===== src/rtl/return_address_stack.sv =====
// Return address stack: circular LUT-RAM buffer of call return addresses with
// saturating occupancy count and snapshot/restore of the pointer state on flush.
module return_address_stack #(
    parameter  int RAS_ENTRIES = 8,
    localparam int IDX_W       = $clog2(RAS_ENTRIES),
    localparam int SNAP_W      = 2*IDX_W+1
) (
    input  logic              clk,
    input  logic              rst,
    input  logic              push,
    input  logic [31:0]       push_addr,
    input  logic              pop,
    output logic [31:0]       pop_addr,
    output logic              valid,
    output logic [SNAP_W-1:0] snapshot,
    input  logic              restore,
    input  logic [SNAP_W-1:0] restore_snapshot
);

    localparam logic [IDX_W:0] FULL      = (IDX_W+1)'(RAS_ENTRIES);
    localparam logic [IDX_W:0] COUNT_ONE = (IDX_W+1)'(1);

    logic [31:0]      lut [RAS_ENTRIES];
    logic [IDX_W-1:0] read_index_reg, read_index_next;
    logic [IDX_W:0]   count_reg, count_next;
    logic             lut_we;
    logic [IDX_W-1:0] lut_waddr;
    logic [IDX_W:0]   restore_count;
    logic [IDX_W-1:0] restore_index;

    assign {restore_count, restore_index} = restore_snapshot;

    always_comb begin
        read_index_next = read_index_reg;
        count_next      = count_reg;
        lut_we          = 1'b0;
        lut_waddr       = read_index_reg + 1'b1;
        if (restore) begin
            // A corrupted snapshot must never claim more entries than exist
            count_next      = (restore_count > FULL) ? FULL : restore_count;
            read_index_next = restore_index;
        end else if (push && pop) begin
            // Return immediately followed by a call: replace the top in place
            lut_we     = 1'b1;
            lut_waddr  = read_index_reg;
            count_next = (count_reg == '0) ? COUNT_ONE : count_reg;
        end else if (push) begin
            lut_we          = 1'b1;
            read_index_next = read_index_reg + 1'b1;
            count_next      = (count_reg == FULL) ? FULL : count_reg + 1'b1;
        end else if (pop && (count_reg != '0)) begin
            read_index_next = read_index_reg - 1'b1;
            count_next      = count_reg - 1'b1;
        end
    end

    always_ff @(posedge clk or posedge rst) begin
        if (rst) begin
            read_index_reg <= '0;
            count_reg      <= '0;
        end else begin
            read_index_reg <= read_index_next;
            count_reg      <= count_next;
        end
    end

    // Storage is deliberately not reset; entries are only meaningful below count
    always_ff @(posedge clk) begin
        if (lut_we && !rst)
            lut[lut_waddr] <= push_addr;
    end

    assign valid    = (count_reg != '0);
    assign pop_addr = valid ? lut[read_index_reg] : 32'h0;
    assign snapshot = {count_reg, read_index_reg};

endmodule


===== config.mk =====
export PLATFORM = sky130hd
export DESIGN_NAME = return_address_stack
export DESIGN_NICKNAME = d
export VERILOG_FILES = /design/src/rtl/return_address_stack.sv
export SDC_FILE = /design/constraint.sdc
export NUM_CORES = 1
export LEC_CHECK = 0
export BUFFER_PORTS_ARGS = -buffer_cell sky130_fd_sc_hd__buf_2
export CAP_MARGIN = 20
export CORE_UTILIZATION = 40
export DETAILED_ROUTE_END_ITERATION = 7
export GPL_ROUTABILITY_DRIVEN = 0
export HOLD_SLACK_MARGIN = 0.02
export PLACE_DENSITY = 0.6
export SYNTH_ARGS = -nofsm -noshare
export SYNTH_HDL_FRONTEND = slang
export SYNTH_SLANG_ARGS = --single-unit

===== constraint.sdc =====
create_clock -name clk -period 8.5 [get_ports clk]
set_clock_uncertainty 0.1 [all_clocks]
set_input_delay 2.55 -clock clk [delete_from_list [all_inputs] [get_ports clk]]
set_output_delay 2.55 -clock clk [all_outputs]
set_load 0.03 [all_outputs]

==> impl_results.md, run 1 <==
* Status: complete, no violations
* Drt first pass iters at 7
* Largest net degree at the start of global routing at 41
* Count of pins over their slew limit at 0
* RSZ-0062 raised after global routing: no
* Vias/cell at 5.31
* Global-route wire length before repair at 31300 um
* DR iter-0 viols at 397
* Number of library cell types mapped by synthesis at 44
* Critical Path Stages at 5
* Placed instance count at 904
* Vias in the first global route at 5275
* Routed Antenna Nets at 0
* Worst EP required at 5.85 ns
* Min cycle time layout at 5.93 ns
* Clock Path Buffers at 3
* Switch Pwr at 796 uW
* Setup_tns at 0 ns
* Final Hold Viols at 0
* Boundary Pins at 84
* # nets final at 652
* CTS buffer count at 28
* Syn avg cell area at 20.9 um2
* FFs w/ async S/R, synth at 2.66%
* Worst Slack Setup Final at 2.57 ns
* Overflow after GRT at 0
* Commonest non-fill, non-tap cell in the layout: edfxtp_1
* CP startpoint: read_index_reg[0]
* Area after DPL at 0.0113 mm2
* Hold path cells at 1
* Flop pwr share at 48.5%
* Post-Synthesis Cells at 501
* CP delay by family, top: flip-flops
* DRC viols at 0
* Post-DP HPWL at 11700 um
* Crit Reg-Reg Endpoint: lut[0][20]
* CP Max Fanout at 38
* Crit-path cells: buf_4, mux4_2, mux2i_1, nor2_1, buf_2
* Slowest stage delay, CP at 0.92 ns
* DP Worst Slack at 3.03 ns
* PortBufs at 83
* Crit. End Element: output port
* Core Rows at 58
* H-tree depth at 1
* Die Height at 164 um
* Antenna cells at 0
* Syn. warnings at 0
* PostCTS Resize Cnt at 0
* Final instance area at 0.0121 mm2
* Final wirelength at 20600 um
* Synth area leader: edfxtp_1
* Max FFs per register at 256
* Final setup violating endpoints at 0
* Post-Syn Area at 0.0105 mm2
* Yosys top cell area share at 73.4%
* FF+latch count, synth at 263
* Clock sink total at 263
* Fin crit share at 69.7%
* Top FF cell, synth: edfxtp_1
* Worst slew margin at 49.8%
* Logic pwr share at 15.7%
* EDFF count, synth at 256
* Area growth syn-to-layout at 15.9%
* Register area share after synthesis at 75.1%
* Clock power frac at 35.7%
* Maximum vdd ir drop at 0.196 mV
* Core box area at 0.0254 mm2
* Drt wl/cell at 21.5 um
* Vias at 5072
* Share of layout cells above drive strength 1 at 34.7%
* Post-CTS setup buffers at 0
* Fill cells at 2175
* Leak at 4.10 nW
* P_int at 2.29 mW
* Crit path max-delay cell type: dfrtp_4
* Reg clk slew, reported paths at 0.06 ns
* Synth area leaders: edfxtp_1 73%, mux4_2 14%, mux2i_1 3.2%
* # hold bufs at CTS at 0
* Clock Tree Root: clkbuf_16
* Reg-to-Reg Start: read_index_reg[1]
* Pwr dens at 254 mW/mm2
* Post-synth net total at 549
* Setup crit start kind: flop
* Die width at 164 um
* Hold/Removal Path Class: flop to flop
* Worst path bufs/invs at 2
* Max-cap viol count at 0
* Total track usage at 15.8%
* Reg2reg path depth at 6
* Area of the die at 0.0268 mm2
* Post-route insts no fill at 956
* CP Capture Point: pop_addr[26]
* Reg2reg setup slack at 5.51 ns
* Critical path type: flop to output port
* Sw Ratio at 25.8%
* Worst Path Arrival at 3.28 ns
* Max frequency at 0.169 GHz
* CTS tree: built
* Most frequent cells in the layout: 256 x edfxtp_1, 83 x buf_2, 64 x mux4_2, 36 x nor2_1, 33 x mux2i_1
* Initial antenna violation count at 0
* Starting Density at 41.2%
* Worst-Margin Slew at 0.754 ns
* Worst skew pair latency at 0.52 ns
==> worst min path at each step <==
stage                             from      endpoint
after global routing      count_reg[1]  count_reg[1]
after global placement    count_reg[1]  count_reg[1]
after detailed placement  count_reg[1]  count_reg[1]
after CTS                 count_reg[1]  count_reg[1]
after floorplan           count_reg[1]  count_reg[1]
final                     count_reg[1]  count_reg[1]
==> area by class of cell <==
cell class	count	area (um2)	area share [%]
Clock buffer	35	748	6.16
Clock inverter	17	98.8	0.814
Inverter	8	30.0	0.247
Multi-Input combinational cell	202	2430	20.0
Sequential cell	263	7870	64.8
Tap cell	330	413	3.40
Timing Repair Buffer	101	551	4.54
==> through the flow <==
step           util [%]  hold slack [ns]  power [mW]
2_1_floorplan         -            0.695        1.88
3_3_place_gp       44.5            0.518        2.02
3_5_place_dp       44.5            0.574        2.02
4_1_cts            47.8            0.588        3.13
5_1_grt            47.8            0.607        3.21
6_report           47.8            0.589        3.09
==> routing by layer <==
metal,global-route usage [%],part of all wire [%],vias to the layer above
met3,2.65,5.7,16
met5,0,0,-
li1,-,-,2251
met4,3.70,1.1,0
met2,26.9,50,133
met1,21.3,43,2672
==> cell usage after synthesis (2+ instances only) <==
| library cell | count |
|---|---|
| inv_1 | 7 |
| nor3_1 | 9 |
| edfxtp_1 | 256 |
| a21oi_1 | 4 |
| clkbuf_1 | 8 |
| o21ai_0 | 5 |
| nor2b_1 | 3 |
| nor2_1 | 36 |
| buf_6 | 3 |
| nand2_1 | 9 |
| buf_12 | 2 |
| nand3b_1 | 2 |
| nand3_1 | 3 |
| xor2_1 | 5 |
| mux2i_1 | 33 |
| xnor2_1 | 3 |
| buf_2 | 9 |
| mux4_2 | 64 |
| buf_4 | 4 |
| ha_1 | 4 |
| nand2b_1 | 3 |
| dfrtp_1 | 7 |
==> power by group through the flow <==
stage	registers [mW]	clock network [mW]	logic (mW)
floorplan	1.51	0	0.375
global placement	1.52	0	0.490
detailed placement	1.53	0	0.496
CTS	1.50	1.13	0.497
global route	1.50	1.18	0.525
finish	1.50	1.10	0.486
==> logic make-up (layout without fill, tap and decap cells) <==
group | Yosys count | count (layout) | share of synthesized area, %
flip-flops | 263 | 263 | 75.1
multiplexers | 98 | 98 | 17.0
AND/OR/NAND/NOR | 71 | 71 | 3.25
buffers and inverters | 36 | 161 | 2.08
AO/OA/AOI/OAI | 21 | 21 | 1.39
XOR/XNOR | 8 | 8 | 0.669
adder cells (fa/ha/maj) | 4 | 4 | 0.478
Power figures use the tool's default switching activity.
==> run 2, diff against run 1 <==
clock period = 5.9 ns   (was 8.5 ns; I/O delays follow)
==> run 2 against run 1 <==
  * Combinational power up 43%
  * Critical path depth unchanged
  * Highest routed layer unchanged
  * Count of clock-buffer cells in the layout down 5
  * Design area up 1.0%
  * Worst setup slack worse by 1.4 ns
  * First-iteration DRC count down 29%
  * Via count down 1.4%
==> impl_results.md, run 2 (synthesized netlist as in run 1, its figures left out) <==
* Status: complete, no violations
* Crit-path cells: buf_12, mux4_2, mux2i_1, nor2_1, buf_2
* PostCTS Resize Cnt at 0 (unchanged)
* Pwr Total at 4.69 mW (+52%)
* Reg-to-Reg Start: read_index_reg[1]
* Core Rows at 58 (unchanged)
* Boundary Pins at 84 (unchanged)
* Setup_tns at 0 ns (unchanged)
* Drt wl/cell at 21.2 um (-1.7%)
* Register area at 0.00787 mm2 (unchanged)
* # hold bufs at CTS at 0 (unchanged)
* Clock power frac at 39.0% (+3.3 points)
* Slowest stage delay, CP at 0.88 ns (-0.04 ns)
* Final Hold Viols at 0 (unchanged)
* PortBufs at 83 (unchanged)
* Reg2reg setup slack at 2.80 ns (-2.71 ns)
* Initial antenna violation count at 0 (unchanged)
* CP Max Fanout at 36 (-5.3%)
* DR iter-0 viols at 283 (-29%)
* Vias at 5003 (-1.4%)
* Commonest non-fill, non-tap cell in the layout: edfxtp_1
* Max frequency at 0.211 GHz
* Switch Pwr at 1.17 mW (+47%)
* Overflow after GRT at 0 (unchanged)
* CTS buffer count at 27 (-3.6%)
* Vias/cell at 5.26 (-0.84%)
* Crit Reg-Reg Endpoint: lut[0][14]
* H-tree depth at 1 (unchanged)
* Crit path max-delay cell type: dfrtp_4
* Hold path cells at 1 (unchanged)
* Vias in the first global route at 5196 (-1.5%)
* Leak at 4.15 nW (+1.4%)
* Hold/Removal Path Class: flop to flop
* Hold_sp: count_reg[1]
* Count of pins over their slew limit at 0 (unchanged)
* Critical path type: flop to output port
* Sw Ratio at 25.0% (-0.77 points)
* Reg clk slew, reported paths at 0.06 ns (about the same)
* Worst skew pair latency at 0.53 ns (about the same)
* WHS Endpoint: count_reg[1]
* Drt first pass iters at 4 (-3)
* Max FFs per register at 256 (unchanged)
* Share of layout cells above drive strength 1 at 36.1% (+1.4 points)
* Max-cap viol count at 0 (unchanged)
* Global-route wire length before repair at 30300 um (-3.0%)
* Logic pwr share at 14.8% (-0.9 points)
* Multi-input logic area at 0.00243 mm2 (unchanged)
* Worst slew margin at 28.2% (-22 points)
* Area growth syn-to-layout at 17.1%
* Antenna cells at 0 (unchanged)
* Fill cells at 2113 (-2.9%)
* Maximum vdd ir drop at 0.364 mV (+86%)
* Reg2reg path depth at 6 (unchanged)
* Post-DP HPWL at 11300 um (-3.6%)
* Worst-Margin Slew at 1.08 ns (+0.323 ns)
* P_int at 3.52 mW (+54%)
* Min cycle time layout at 4.74 ns
* Total track usage at 15.4% (-0.39 points)
* Clock Tree Root: clkbuf_16
* CTS tree: built
* RSZ-0062 raised after global routing: no
* Die Height at 164 um (unchanged)
* Crit. End Element: output port
* Starting Density at 41.2% (unchanged)
* # nets final at 649 (-0.46%)
* Flop pwr share at 46.3% (-2.2 points)
* Post-CTS setup buffers at 0 (unchanged)
* Final setup violating endpoints at 0 (unchanged)
* Most frequent cells in the layout: 256 x edfxtp_1, 83 x buf_2, 64 x mux4_2, 36 x nor2_1, 33 x mux2i_1
* Final wirelength at 20100 um (-2.2%)
* Fin crit share at 80.4%
* Area of the die at 0.0268 mm2 (unchanged)
* Setup crit start kind: flop
* Routed Antenna Nets at 0 (unchanged)
* Clock sink total at 263 (unchanged)
* DRC viols at 0 (unchanged)
* Worst EP required at 4.03 ns (-1.82 ns)
* Pwr dens at 383 mW/mm2 (+50%)
* Hold Slack at 0.542 ns (-0.0470 ns)
* Worst Path Arrival at 2.87 ns (-0.41 ns)
* Largest net degree at the start of global routing at 37 (-9.8%)
* Core box area at 0.0254 mm2 (unchanged)
* Clock Path Buffers at 3 (unchanged)
* Die width at 164 um (unchanged)
-- run 2: cell type report --
cell class | count | share of cell area [%]
sequential | 263 | 64.2
inverter | 8 | 0.245
timing repair buffer | 99 | 4.47
clock inverter | 19 | 2.33
multi-input combinational | 202 | 19.8
tap | 330 | 3.37
clock buffer | 30 | 5.60
-- run 2: worst max path at each step --
stage,start,endpoint,depth (start not counted)
finish,read_index_reg[0],pop_addr[17],5
global route,read_index_reg[0],pop_addr[18],5
detailed placement,read_index_reg[0],pop_addr[1],5
floorplan,restore,lut[0][0],5
CTS,read_index_reg[0],pop_addr[1],5
global placement,read_index_reg[0],pop_addr[26],5
-- run 2: stage by stage --
step | utilization [%] | setup WS (ns) | cells | area [um2]
detailed placement | 44.4 | 1.65 | 902 | 11300
floorplan | - | 0.702 | 501 | 10500
global route | 48.3 | 0.953 | 951 | 12300
global placement | 44.4 | 1.64 | 902 | 11300
finish | 48.3 | 1.16 | 951 | 12300
CTS | 48.3 | 1.09 | 951 | 12300
-- run 2: worst max-delay path: cells and delay by family, from the launching register on --
family	cells	cell delay (ns)
multiplexers	2	0.76
buffers and inverters	2	0.59
AND/OR/NAND/NOR	1	0.08
flip-flops	1	0.88
-- run 2: metal layers --
metal  up-vias  part of all wire (%)  global-route usage [%]
met5         -                     0                       0
met4         0                   2.1                    4.17
met3        30                   4.4                    2.53
met2       134                    49                    25.8
met1      2586                    44                    20.9
li1       2253                     -                       -
-- run 2: power groups by stage --
stage | logic, mW | registers [mW] | clock network [mW]
3_3_place_gp | 0.698 | 2.21 | 0
4_1_cts | 0.707 | 2.17 | 1.87
2_1_floorplan | 0.540 | 2.17 | 0
5_1_grt | 0.746 | 2.18 | 1.94
3_5_place_dp | 0.705 | 2.21 | 0
6_report | 0.693 | 2.17 | 1.83
==> run 3, diff against run 2 <==
PLACE_DENSITY = 0.62   (was 0.6)
clock period = 4.34 ns   (was 5.9 ns; I/O delays follow)
==> run 3 against run 2 <==
  * Clock power is 38% higher
  * Largest cell class unchanged
  * Register-to-register slack worse by 1.2 ns
  * Combinational power is 49% higher
  * Routed wire length is 3.5% higher
  * Via count is 1.6% higher
  * Core utilization is 0.41 points higher
  * Design area is 0.86% higher
  * Die area stayed put
  * Critical path depth is 2 higher
==> impl_results.md, run 3 (synthesized netlist as in run 1, its figures left out) <==
* Status: complete, no violations
* Most frequent cells in the layout: 256 x edfxtp_1, 83 x buf_2, 64 x mux4_2, 36 x nor2_1, 33 x mux2i_1
* Reg2reg setup slack at 1.61 ns (-1.19 ns)
* PostCTS Resize Cnt at 0 (unchanged)
* Slowest stage delay, CP at 0.45 ns (-0.43 ns)
* Placed instance count at 909 (+0.78%)
* Vias in the first global route at 5384 (+3.6%)
* Final Core Density at 48.7% (+0.41 points)
* Max FFs per register at 256 (unchanged)
* Crit Reg-Reg Endpoint: lut[4][13]
* Clock Tree Root: clkbuf_16
* Maximum vdd ir drop at 0.415 mV (+14%)
* H-tree depth at 1 (unchanged)
* Total track usage at 16.3% (+0.89 points)
* Post-CTS setup buffers at 0 (unchanged)
* Vias at 5084 (+1.6%)
* Setup crit start kind: flop
* Flop pwr share at 44.8% (-1.5 points)
* Pwr Total at 6.46 mW (+38%)
* Worst-Margin Slew at 0.726 ns (-0.351 ns)
* Area after DPL at 0.0114 mm2 (+0.80%)
* Logic pwr share at 15.9% (+1.1 points)
* Drt first pass iters at 4 (unchanged)
* Post-route insts no fill at 959 (+0.84%)
* Final instance area at 0.0124 mm2 (+0.86%)
* Die width at 164 um (unchanged)
* Overflow after GRT at 0 (unchanged)
* Post-DP HPWL at 12100 um (+7.6%)
* Antenna cells at 0 (unchanged)
* Clock sink total at 263 (unchanged)
* Max-cap viol count at 0 (unchanged)
* Hold_sp: count_reg[1]
* Vias/cell at 5.30 (+0.77%)
* Drt wl/cell at 21.7 um (+2.6%)
* Crit. End Element: output port
* Boundary Pins at 84 (unchanged)
* Worst Slack Setup Final at 0.544 ns (-0.615 ns)
* CP Max Fanout at 13 (-64%)
* Pwr dens at 522 mW/mm2 (+36%)
* Die Height at 164 um (unchanged)
* Sw Ratio at 24.7% (-0.28 points)
* Largest net degree at the start of global routing at 67 (+81%)
* CP delay by family, top: buffers and inverters
* Max frequency at 0.263 GHz
* Worst EP required at 2.94 ns (-1.09 ns)
* Crit-path cells: inv_1, ha_1, nand2b_4, nor2_4, buf_4, nor2_1, buf_2
* Switch Pwr at 1.60 mW (+36%)
* Leak at 4.20 nW (+1.1%)
* Hold/Removal Path Class: flop to flop
* Worst path bufs/invs at 3 (+1)
* # nets final at 656 (+1.1%)
* Final Hold Viols at 0 (unchanged)
* DP Worst Slack at 0.956 ns (-0.696 ns)
* Worst Path Arrival at 2.39 ns (-0.48 ns)
* Reg-to-Reg Start: read_index_reg[1]
* Fin crit share at 87.5%
* DRC viols at 0 (unchanged)
* Clock Path Buffers at 3 (unchanged)
* PortBufs at 83 (unchanged)
* Core Rows at 58 (unchanged)
* Global-route wire length before repair at 32300 um (+6.5%)
* Final setup violating endpoints at 0 (unchanged)
* Count of pins over their slew limit at 0 (unchanged)
* Worst skew pair latency at 0.52 ns (about the same)
* Initial antenna violation count at 0 (unchanged)
* Core box area at 0.0254 mm2 (unchanged)
* Area growth syn-to-layout at 18.1%
* Reg clk slew, reported paths at 0.06 ns (about the same)
* Hold path cells at 1 (unchanged)
* CTS tree: built
* Critical Path Stages at 7 (+2)
* Fill cells at 2116 (+0.14%)
* Final wirelength at 20800 um (+3.5%)
* P_int at 4.86 mW (+38%)
* Register area at 0.00787 mm2 (unchanged)
* Share of layout cells above drive strength 1 at 36.1% (about the same)
* CTS buffer count at 27 (unchanged)
* Crit path max-delay cell type: dfrtp_1
* Multi-input logic area at 0.00243 mm2 (unchanged)
* DR iter-0 viols at 359 (+27%)
* Clock power frac at 39.3% (+0.3 points)
* RSZ-0062 raised after global routing: no
* Min cycle time layout at 3.80 ns
* Area of the die at 0.0268 mm2 (unchanged)
* Starting Density at 41.2% (unchanged)
* Critical path type: flop to output port
* Worst slew margin at 51.1% (+23 points)
* Routed Antenna Nets at 0 (unchanged)
* Reg2reg path depth at 7 (+1)
* Commonest non-fill, non-tap cell in the layout: edfxtp_1
* # hold bufs at CTS at 0 (unchanged)
* WHS Endpoint: count_reg[1]
## run 3: changes by cell type in the layout (fill, tap and decap cells not counted), sizes merged
| cell | delta |
|---|---|
| buf | +7 |
| bufinv | +1 |
| clkbuf | +3 |
| clkinv | -4 |
| clkinvlp | +1 |
## run 3: metrics by stage
step | setup TNS (ns) | hold WS [ns]
after floorplan | -98.04 | 0.695
after global placement | 0 | 0.512
after detailed placement | 0 | 0.555
after CTS | 0 | 0.570
after global routing | 0 | 0.608
final | 0 | 0.562
## run 3: power by group through the flow
stage | registers (mW) | logic, mW | clock network [mW]
global placement | 2.94 | 1.03 | 0
floorplan | 2.95 | 0.735 | 0
global route | 2.90 | 1.11 | 2.69
finish | 2.89 | 1.03 | 2.53
detailed placement | 2.95 | 1.05 | 0
CTS | 2.89 | 1.05 | 2.59
## run 3: cell type report
type                       instances  share of cell area (%)
sequential                       263                    63.6
tap                              330                    3.34
timing repair buffer             106                    5.16
inverter                           8                   0.243
clock inverter                    17                    2.34
multi-input combinational        202                    19.6
clock buffer                      33                    5.65
## run 3: worst max-delay path by stage
stage	from	to
2_1_floorplan	restore	lut[0][0]
3_3_place_gp	restore	lut[2][14]
3_5_place_dp	restore	lut[2][12]
4_1_cts	count_reg[0]	pop_addr[2]
5_1_grt	count_reg[0]	pop_addr[2]
6_report	count_reg[0]	pop_addr[2]
## run 3: metal layers
layer | track usage, % | up-vias | routed length, um
met3 | 2.70 | 33 | 981
li1 | - | 2261 | -
met1 | 22.4 | 2660 | 9110
met2 | 27.2 | 130 | 10300
met4 | 3.91 | 0 | 411
met5 | 0 | - | 0
## run 3: worst reg2reg max path, delay by kind of cell, from the launching register on
family	cells	cell delay, ns
buf+inv	3	0.93
flops	1	0.39
compound gates	1	0.26
simple gates	2	0.36
fa+ha+maj	1	0.34
